## src/rtl/id_scoreboard_pkg.sv

```systemverilog
// Shared types and constants for the LC-3b decode-stage register scoreboard.
package id_scoreboard_pkg;

    localparam int NUM_REGS  = 8;
    localparam int CNT_WIDTH = 2;

    typedef logic [2:0]           lc3b_reg;
    typedef logic [CNT_WIDTH-1:0] lc3b_sb_cnt;

    localparam lc3b_sb_cnt SB_CNT_MAX = '1;

endpackage

```

## src/rtl/sb_counter.sv

```systemverilog
// One saturating pending-write counter: +inc, -dec (0..2), with an error
// pulse whenever the net result would leave the representable range.
module sb_counter
    import id_scoreboard_pkg::*;
(
    input  logic       clk,
    input  logic       reset,
    input  logic       inc,
    input  logic [1:0] dec,
    output lc3b_sb_cnt cnt,
    output logic       nz,
    output logic       err_pulse
);

    // Two extra bits so the sum and the difference never wrap before compare.
    logic [CNT_WIDTH+1:0] sum;
    logic [CNT_WIDTH+1:0] dec_w;
    logic [CNT_WIDTH+1:0] max_w;
    lc3b_sb_cnt           cnt_next;

    always_comb begin
        sum       = {2'b00, cnt} + {{(CNT_WIDTH+1){1'b0}}, inc};
        dec_w     = {{CNT_WIDTH{1'b0}}, dec};
        max_w     = {2'b00, SB_CNT_MAX};
        cnt_next  = cnt;
        err_pulse = 1'b0;
        if (sum < dec_w) begin
            cnt_next  = '0;
            err_pulse = 1'b1;
        end else if ((sum - dec_w) > max_w) begin
            cnt_next  = SB_CNT_MAX;
            err_pulse = 1'b1;
        end else begin
            cnt_next  = lc3b_sb_cnt'(sum - dec_w);
        end
    end

    always_ff @(posedge clk) begin
        if (reset) begin
            cnt <= '0;
        end else begin
            cnt <= cnt_next;
        end
    end

    assign nz = (cnt != '0);

endmodule

```

## src/rtl/id_scoreboard.sv

```systemverilog
// Decode-stage scoreboard: counts in-flight writes per register and stalls
// decode on a read of a pending register or when the destination counter is full.
module id_scoreboard
    import id_scoreboard_pkg::*;
(
    input  logic                clk,
    input  logic                reset,
    input  logic                issue_valid,
    input  logic                issue_load_dest,
    input  lc3b_reg             issue_dest,
    input  logic                src_a_used,
    input  lc3b_reg             src_a,
    input  logic                src_b_used,
    input  lc3b_reg             src_b,
    input  logic                wb_load_dest,
    input  lc3b_reg             wb_dest_addr,
    input  logic                kill_valid,
    input  lc3b_reg             kill_dest,
    output logic                stall,
    output logic [NUM_REGS-1:0] busy_vec,
    output logic                err
);

    lc3b_sb_cnt          cnt [NUM_REGS];
    logic [NUM_REGS-1:0] err_vec;
    logic                hz_a;
    logic                hz_b;
    logic                hz_full;
    logic                issue_fire;

    // No same-cycle bypass: a writeback this cycle only clears the hazard next cycle.
    assign hz_a       = src_a_used & busy_vec[src_a];
    assign hz_b       = src_b_used & busy_vec[src_b];
    assign hz_full    = issue_load_dest & (cnt[issue_dest] == SB_CNT_MAX);
    assign stall      = issue_valid & (hz_a | hz_b | hz_full);
    assign issue_fire = issue_valid & issue_load_dest & ~stall;

    for (genvar i = 0; i < NUM_REGS; i++) begin : g_cnt
        logic       inc;
        logic [1:0] dec;

        assign inc = issue_fire & (issue_dest == lc3b_reg'(i));
        assign dec = {1'b0, wb_load_dest & (wb_dest_addr == lc3b_reg'(i))}
                   + {1'b0, kill_valid & (kill_dest == lc3b_reg'(i))};

        sb_counter u_cnt (
            .clk       (clk),
            .reset     (reset),
            .inc       (inc),
            .dec       (dec),
            .cnt       (cnt[i]),
            .nz        (busy_vec[i]),
            .err_pulse (err_vec[i])
        );
    end

    // Sticky until reset so software can inspect a bookkeeping fault later.
    always_ff @(posedge clk) begin
        if (reset) begin
            err <= 1'b0;
        end else if (|err_vec) begin
            err <= 1'b1;
        end
    end

endmodule

```

## config.mk

```make
export PLATFORM = sky130hd
export DESIGN_NAME = id_scoreboard
export DESIGN_NICKNAME = d
export VERILOG_FILES = /design/src/rtl/id_scoreboard_pkg.sv /design/src/rtl/sb_counter.sv /design/src/rtl/id_scoreboard.sv
export SDC_FILE = /design/constraint.sdc
export NUM_CORES = 1
export LEC_CHECK = 0
export ABC_AREA = 0
export CORE_MARGIN = 5
export CORE_UTILIZATION = 50
export CTS_CLUSTER_SIZE = 20
export DETAILED_ROUTE_END_ITERATION = 10
export PLACE_DENSITY = 0.83
export SYNTH_ARGS = -nofsm -noshare
export SYNTH_HDL_FRONTEND = slang
export SYNTH_SLANG_ARGS = --single-unit
export TNS_END_PERCENT = 100
```

## constraint.sdc

```tcl
create_clock -name clk -period 9.3 [get_ports clk]
set_input_delay 2.79 -clock clk [delete_from_list [all_inputs] [get_ports clk]]
set_output_delay 2.79 -clock clk [all_outputs]
set_load 0.02 [all_outputs]
```

## Word level (Yosys, flattened, before mapping)

Cells that the tools add are included.
Widths: inputs -> output; s select.

- Bits in registers: 17
- Bits of input ports: 23
- Logic and storage cells: 159

- Add/subtract/negate cells: 24
- $lt $le $gt $ge: 19
- Eq/ne operators: 22
- Muxes and demuxes: 31
- Bitwise logic cells: 34
- Reductions and logical operators: 20

Operators with widths:

| cell | number |
|---|---|
| $eq 3x3->1 const B | 12 |
| $gt 4x2->1 const B | 8 |
| $lt 4x2->1 | 8 |
| $sub 4x2->4 | 8 |
| $and 1x1->1 | 30 |
| $add 2x1->3 | 8 |
| $mux 2 | 10 |
| $eq 3x2->1 const B | 6 |
| $mux 1 | 18 |
| $add 1x1->2 | 8 |
| $reduce_bool 2->1 | 8 |
| $reduce_or 2->1 | 8 |
| $eq 3x1->1 const B | 3 |
| $logic_not 3->1 | 3 |
| $lt 3x4->1 const B | 2 |
| $reduce_or 8->1 | 1 |
| $bmux 1 s3 | 2 |
| $bmux 2 s3 | 1 |
| $ge 4x4->1 const B | 1 |
| $not 3->4 | 1 |
| $eq 2x2->1 const B | 1 |
| $or 1x1->1 | 2 |
| $not 1->1 | 1 |

## Longest topological paths before layout

- Depth after elaboration: 17
- Mapped depth: 15
- Gate-level depth less buffers: 14

## Cells and area by module

From an unflattened synthesis, not the netlist that was laid out.

- Cells, all modules: 229
- Area total of the unflattened synthesis: 2177.1 um^2

By module, submodules not included:

| module | instances | cells an instance | area an instance (um^2) | seq. area each (um^2) |
|---|---|---|---|---|
| sb_counter | 8 | 18 | 192.7 | 40.0 |
| id_scoreboard | 1 | 85 | 635.6 | 20.0 |

## Worst setup path after synthesis

OpenSTA, ideal clock, no wires.

- Path kind: input to output
- Start: input port issue_dest[1]
- End: output port stall
- Arrival: 3.900 ns
- Setup slack: 2.610 ns
- Stages on the path: 6
- Path buffers: 1
- Cell sequence: clkbuf_1 a21oi_1 a21oi_1 o31ai_1 o311ai_0 and2_1

- Word-level cells in the longest chain between the ends: 8

Ends and longest elaborated chain:

| what | RTL line | source |
|---|---|---|
| start: declaration | id_scoreboard.sv:10 | `input lc3b_reg issue_dest,` |
| $not 3->4 (implied by the code) | id_scoreboard.sv:34 | `assign hz_full = issue_load_dest & (cnt[issue_dest] == SB_CNT_MAX);` |
| $bmux 2 s3 | id_scoreboard.sv:34 |  |
| $mux 2 (implied by the code) (2 in a row) | id_scoreboard.sv:34 |  |
| $eq 2x2->1 | id_scoreboard.sv:34 |  |
| $and 1x1->1 | id_scoreboard.sv:34 |  |
| $or 1x1->1 | id_scoreboard.sv:35 | `assign stall = issue_valid & (hz_a \| hz_b \| hz_full);` |
| $and 1x1->1 | id_scoreboard.sv:35 |  |
| end: declaration | id_scoreboard.sv:19 | `output logic stall,` |

Every way passes these cells. The select of a mux whose other input is x is not followed.

## Final worst setup path

Ends and elaborated chain as after synthesis.

==> out/qor.yml <==
run_status:
  outcome: "finished, final reports clean"
synthesis:
  mappedNetlistNets: 331
  netlist_area_sq_um: 2210
  synthDominantAreaCellType: "ha_1"
  yosys_register_bits: 17
  synth_seq_area_share_pct: 15.4
  cells_taking_the_most_area_after_synthesis: "ha_1 23%, dfxtp_1 15%, fa_1 15%"
  synth-async-reset-ratio_pct: 0
  ys_top_cells_by_count: "40 x ha_1, 35 x inv_1, 17 x dfxtp_1"
  synth_cells: 252
  yosys_warnings: 0
  cell_with_the_most_instances_after_synthesis: "ha_1"
  synth.lib_cells_used.distinct: 36
  synth_top_flop_cell: "dfxtp_1"
  synth.avg_cell_area_sq_um: 8.76
  synth_top_area_share_pct: 22.7
  post_synth_edffs: 0
timing:
  clock_skew_ps: 6.86
  final.min_clock_period_ps: 7900
  fin_setup_tns_ps: 0
  fin_crit_sh_pct: 84.9
  finalSetupViolations: 0
  worst-slew-pin-transition_ps: 711
  max_clock_freq_ghz: 0.127
  grt_setup_unrepaired: "no"
  timing_hold_violations_final: 0
  drv_slew: 0
  maxSlewHeadroom_pct: 52.4
cts:
  cts_root_buf: "clkbuf_8"
  setup_repair_bufs_after_cts: 0
  cts.hold.buffers_added: 0
  cts_buffers: 3
  clk_latency_ps: 260
  total_number_of_h_tree_levels: 1
  tritoncts: "yes"
  max-clock-path-buffers: 2
  clock_transition_at_path_regs_ps: 70
  cts-resized-gates: 0
  numClockSinks: 17
worst_setup_path:
  worstRegToRegCells: 14
  rrSetupSlack_ps: 5660
  cp.required_ps: 6510
  critPathArrivalTime_ps: 5110
  setup.worst_path.class: "primary input to output port"
  critical_path.startpoint_type: "primary input"
  cp_slowest_stage_delay_ps: 600
  critical-path-slowest-cell: "clkdlybuf4s50_1"
  regToRegEndpoint: "err"
  crit_path_cell_trace: "clkdlybuf4s50_1 -> nand3b_1 -> a22oi_1 -> o211ai_1 -> o311ai_0 -> and2_1 -> clkdlybuf4s50_1"
  timing.critical_path.to_type: "output port"
  crit_path_max_fanout: 13
  worst_r2r_startpoint: "g_cnt[6].u_cnt.cnt[1]"
  worst_setup_sp: "issue_dest[1]"
  cp_common_cell: "clkdlybuf4s50_1"
floorplan:
  fp.dieArea_sq_um: 5840
  top_level_ports: 33
  x_dimension_of_the_die_microns: 76.4
  effective_utilization_at_floorplan_pct: 51.0
  rows: 24
  design.core.area_sq_um: 4320
  floorplan.die.height_microns: 76.4
min_path:
  hold_path_end: "err"
  min_path_cells: 4
  hold_class: "flip-flop to flip-flop"
  min_from: "err"
detailed_routing:
  detail_route.vias_per_cell: 5.81
  final_routed_wire_length_divided_by_cell_count_microns: 15.5
  num_vias: 1913
  routed_wl_microns: 5110
  antenna_left: 0
  drc_violation_count_after_routing: 0
  firstDrtPassIters: 4
  drtIter0Drc: 142
global_route:
  globalRouteTotalUtil_pct: 18.2
  grt_max_degree: 18
  antenna_found_initial: 0
  grt.met2_usage_pct: 30.4
  grt_busiest_layer: "met2"
  met3_demand_to_capacity_share_in_global_routing_pct: 3.31
  gr-usage-met1_pct: 24.3
  first_global_vias: 1888
  grt_first_pass_wirelength_microns: 8880
  grt_remaining_overflow: 0
finish:
  fin_nets: 357
  n_antenna_cell: 0
  fillers: 400
  layout-drive-gt1-share_pct: 4.69
  finish.cell_count_without_fillers: 329
  flow.area_growth_from_synthesis_pct: 16.3
place:
  post-dp-hpwl_microns: 4240
  routabilityCongestion: 0.906
  buffer_ports.inserted: 32
  place.detailed.instances: 325
power_and_ir_drop:
  leakagePower_nw: 1.08
  pwr_density_cell_nw_per_um2: 168
  peakVddDrop_uv: 101
run:
  max_capacitance_violation_total: 0
## cell usage in the layout, fill, tap and decap left out
cell type,Yosys,final
ha_1,40,40
inv_1,35,35
clkdlybuf4s50_1,0,32
dfxtp_1,17,17
nor2_1,16,16
a211oi_1,16,16
fa_1,16,16
nor3b_1,13,13
nor3_1,13,13
nand2_1,12,12
nor4_1,8,8
o21a_1,8,8
nand2b_1,7,7
or2_2,6,6
nor4b_1,5,5
nand3_1,3,3
o21ai_0,3,3
clkbuf_8,0,3
nand3b_1,2,2
and2_1,2,2
a22oi_1,2,2
a21oi_1,2,2
nand4_1,2,2
nor2b_1,1,1
o211ai_1,1,1
and3b_1,1,1
a311o_2,1,1
o31ai_1,1,1
or2_1,1,1
or3b_1,1,1
a31oi_1,1,1
o21bai_1,1,1
a32oi_2,1,1
o311ai_0,1,1
o211ai_4,1,1
a41oi_1,1,1
clkinv_2,0,1
## state kept, by name, summed over array words and instances (netlist names)
signal,count
g_cnt.u_cnt.cnt,16
err,1
## critical path, delay by kind of cell
family / cells / cell delay, ps
buffers and inverters: 2 / 1200
AOI/OAI and AO/OA: 3 / 660
and+or+nand+nor: 2 / 450
## power by group
| part | total, mW | internal (mW) | switching (mW) |
|---|---|---|---|
| clock | 0.0567 | 0.0298 | 0.0269 |
| combinational | 0.239 | 0.119 | 0.120 |
| sequential | 0.135 | 0.0956 | 0.0398 |
| total | 0.432 | 0.245 | 0.187 |
## cell type report
class	count	area, sq um	share of cell area [%]
multi-input cells	189	1660	64.8
flip-flops and latches	17	340	13.3
repair buffers	32	320	12.5
inverters	35	131	5.12
well taps	52	65.1	2.53
clock buffers	3	41.3	1.61
clock inverters	1	5.00	0.195
## kinds of logic (layout without fill, tap and decap cells)
group	count (synthesis)	after routing	share of synthesized area, %
DFF	17	17	15.4
and+or+nand+nor	93	93	23.9
AOI/OAI and AO/OA	40	40	14.3
buffers and inverters	46	71	9.18
adders and majority gates	56	56	37.2
## routing by layer
metal / wire, microns / share of wire [%] / vias up
li1: - / - / 944
met1: 2330 / 46 / 907
met2: 2400 / 47 / 55
met3: 335 / 6.6 / 7
met4: 47 / 0.92 / 0
met5: 0 / 0 / -
## worst max-delay path by stage
stage / endpoint / slack [ps] / depth (start not counted)
2_1_floorplan: stall / 2610 / 6
3_3_place_gp: stall / 1440 / 7
3_5_place_dp: stall / 1400 / 7
4_1_cts: stall / 1410 / 7
5_1_grt: stall / 1240 / 7
6_report: stall / 1400 / 7
## metrics by stage
stage / setup slack [ps] / instance area [sq um] / utilization (%) / hold slack, ps / power (mW)
floorplan: 2610 / 2210 / - / 807 / 0.304
global placement: 1440 / 2520 / 58.3 / 707 / 0.366
detailed placement: 1400 / 2520 / 58.3 / 718 / 0.375
CTS: 1410 / 2570 / 59.4 / 735 / 0.433
global route: 1240 / 2570 / 59.4 / 817 / 0.472
finish: 1400 / 2570 / 59.4 / 730 / 0.432
(Power assumes the default switching activity.)
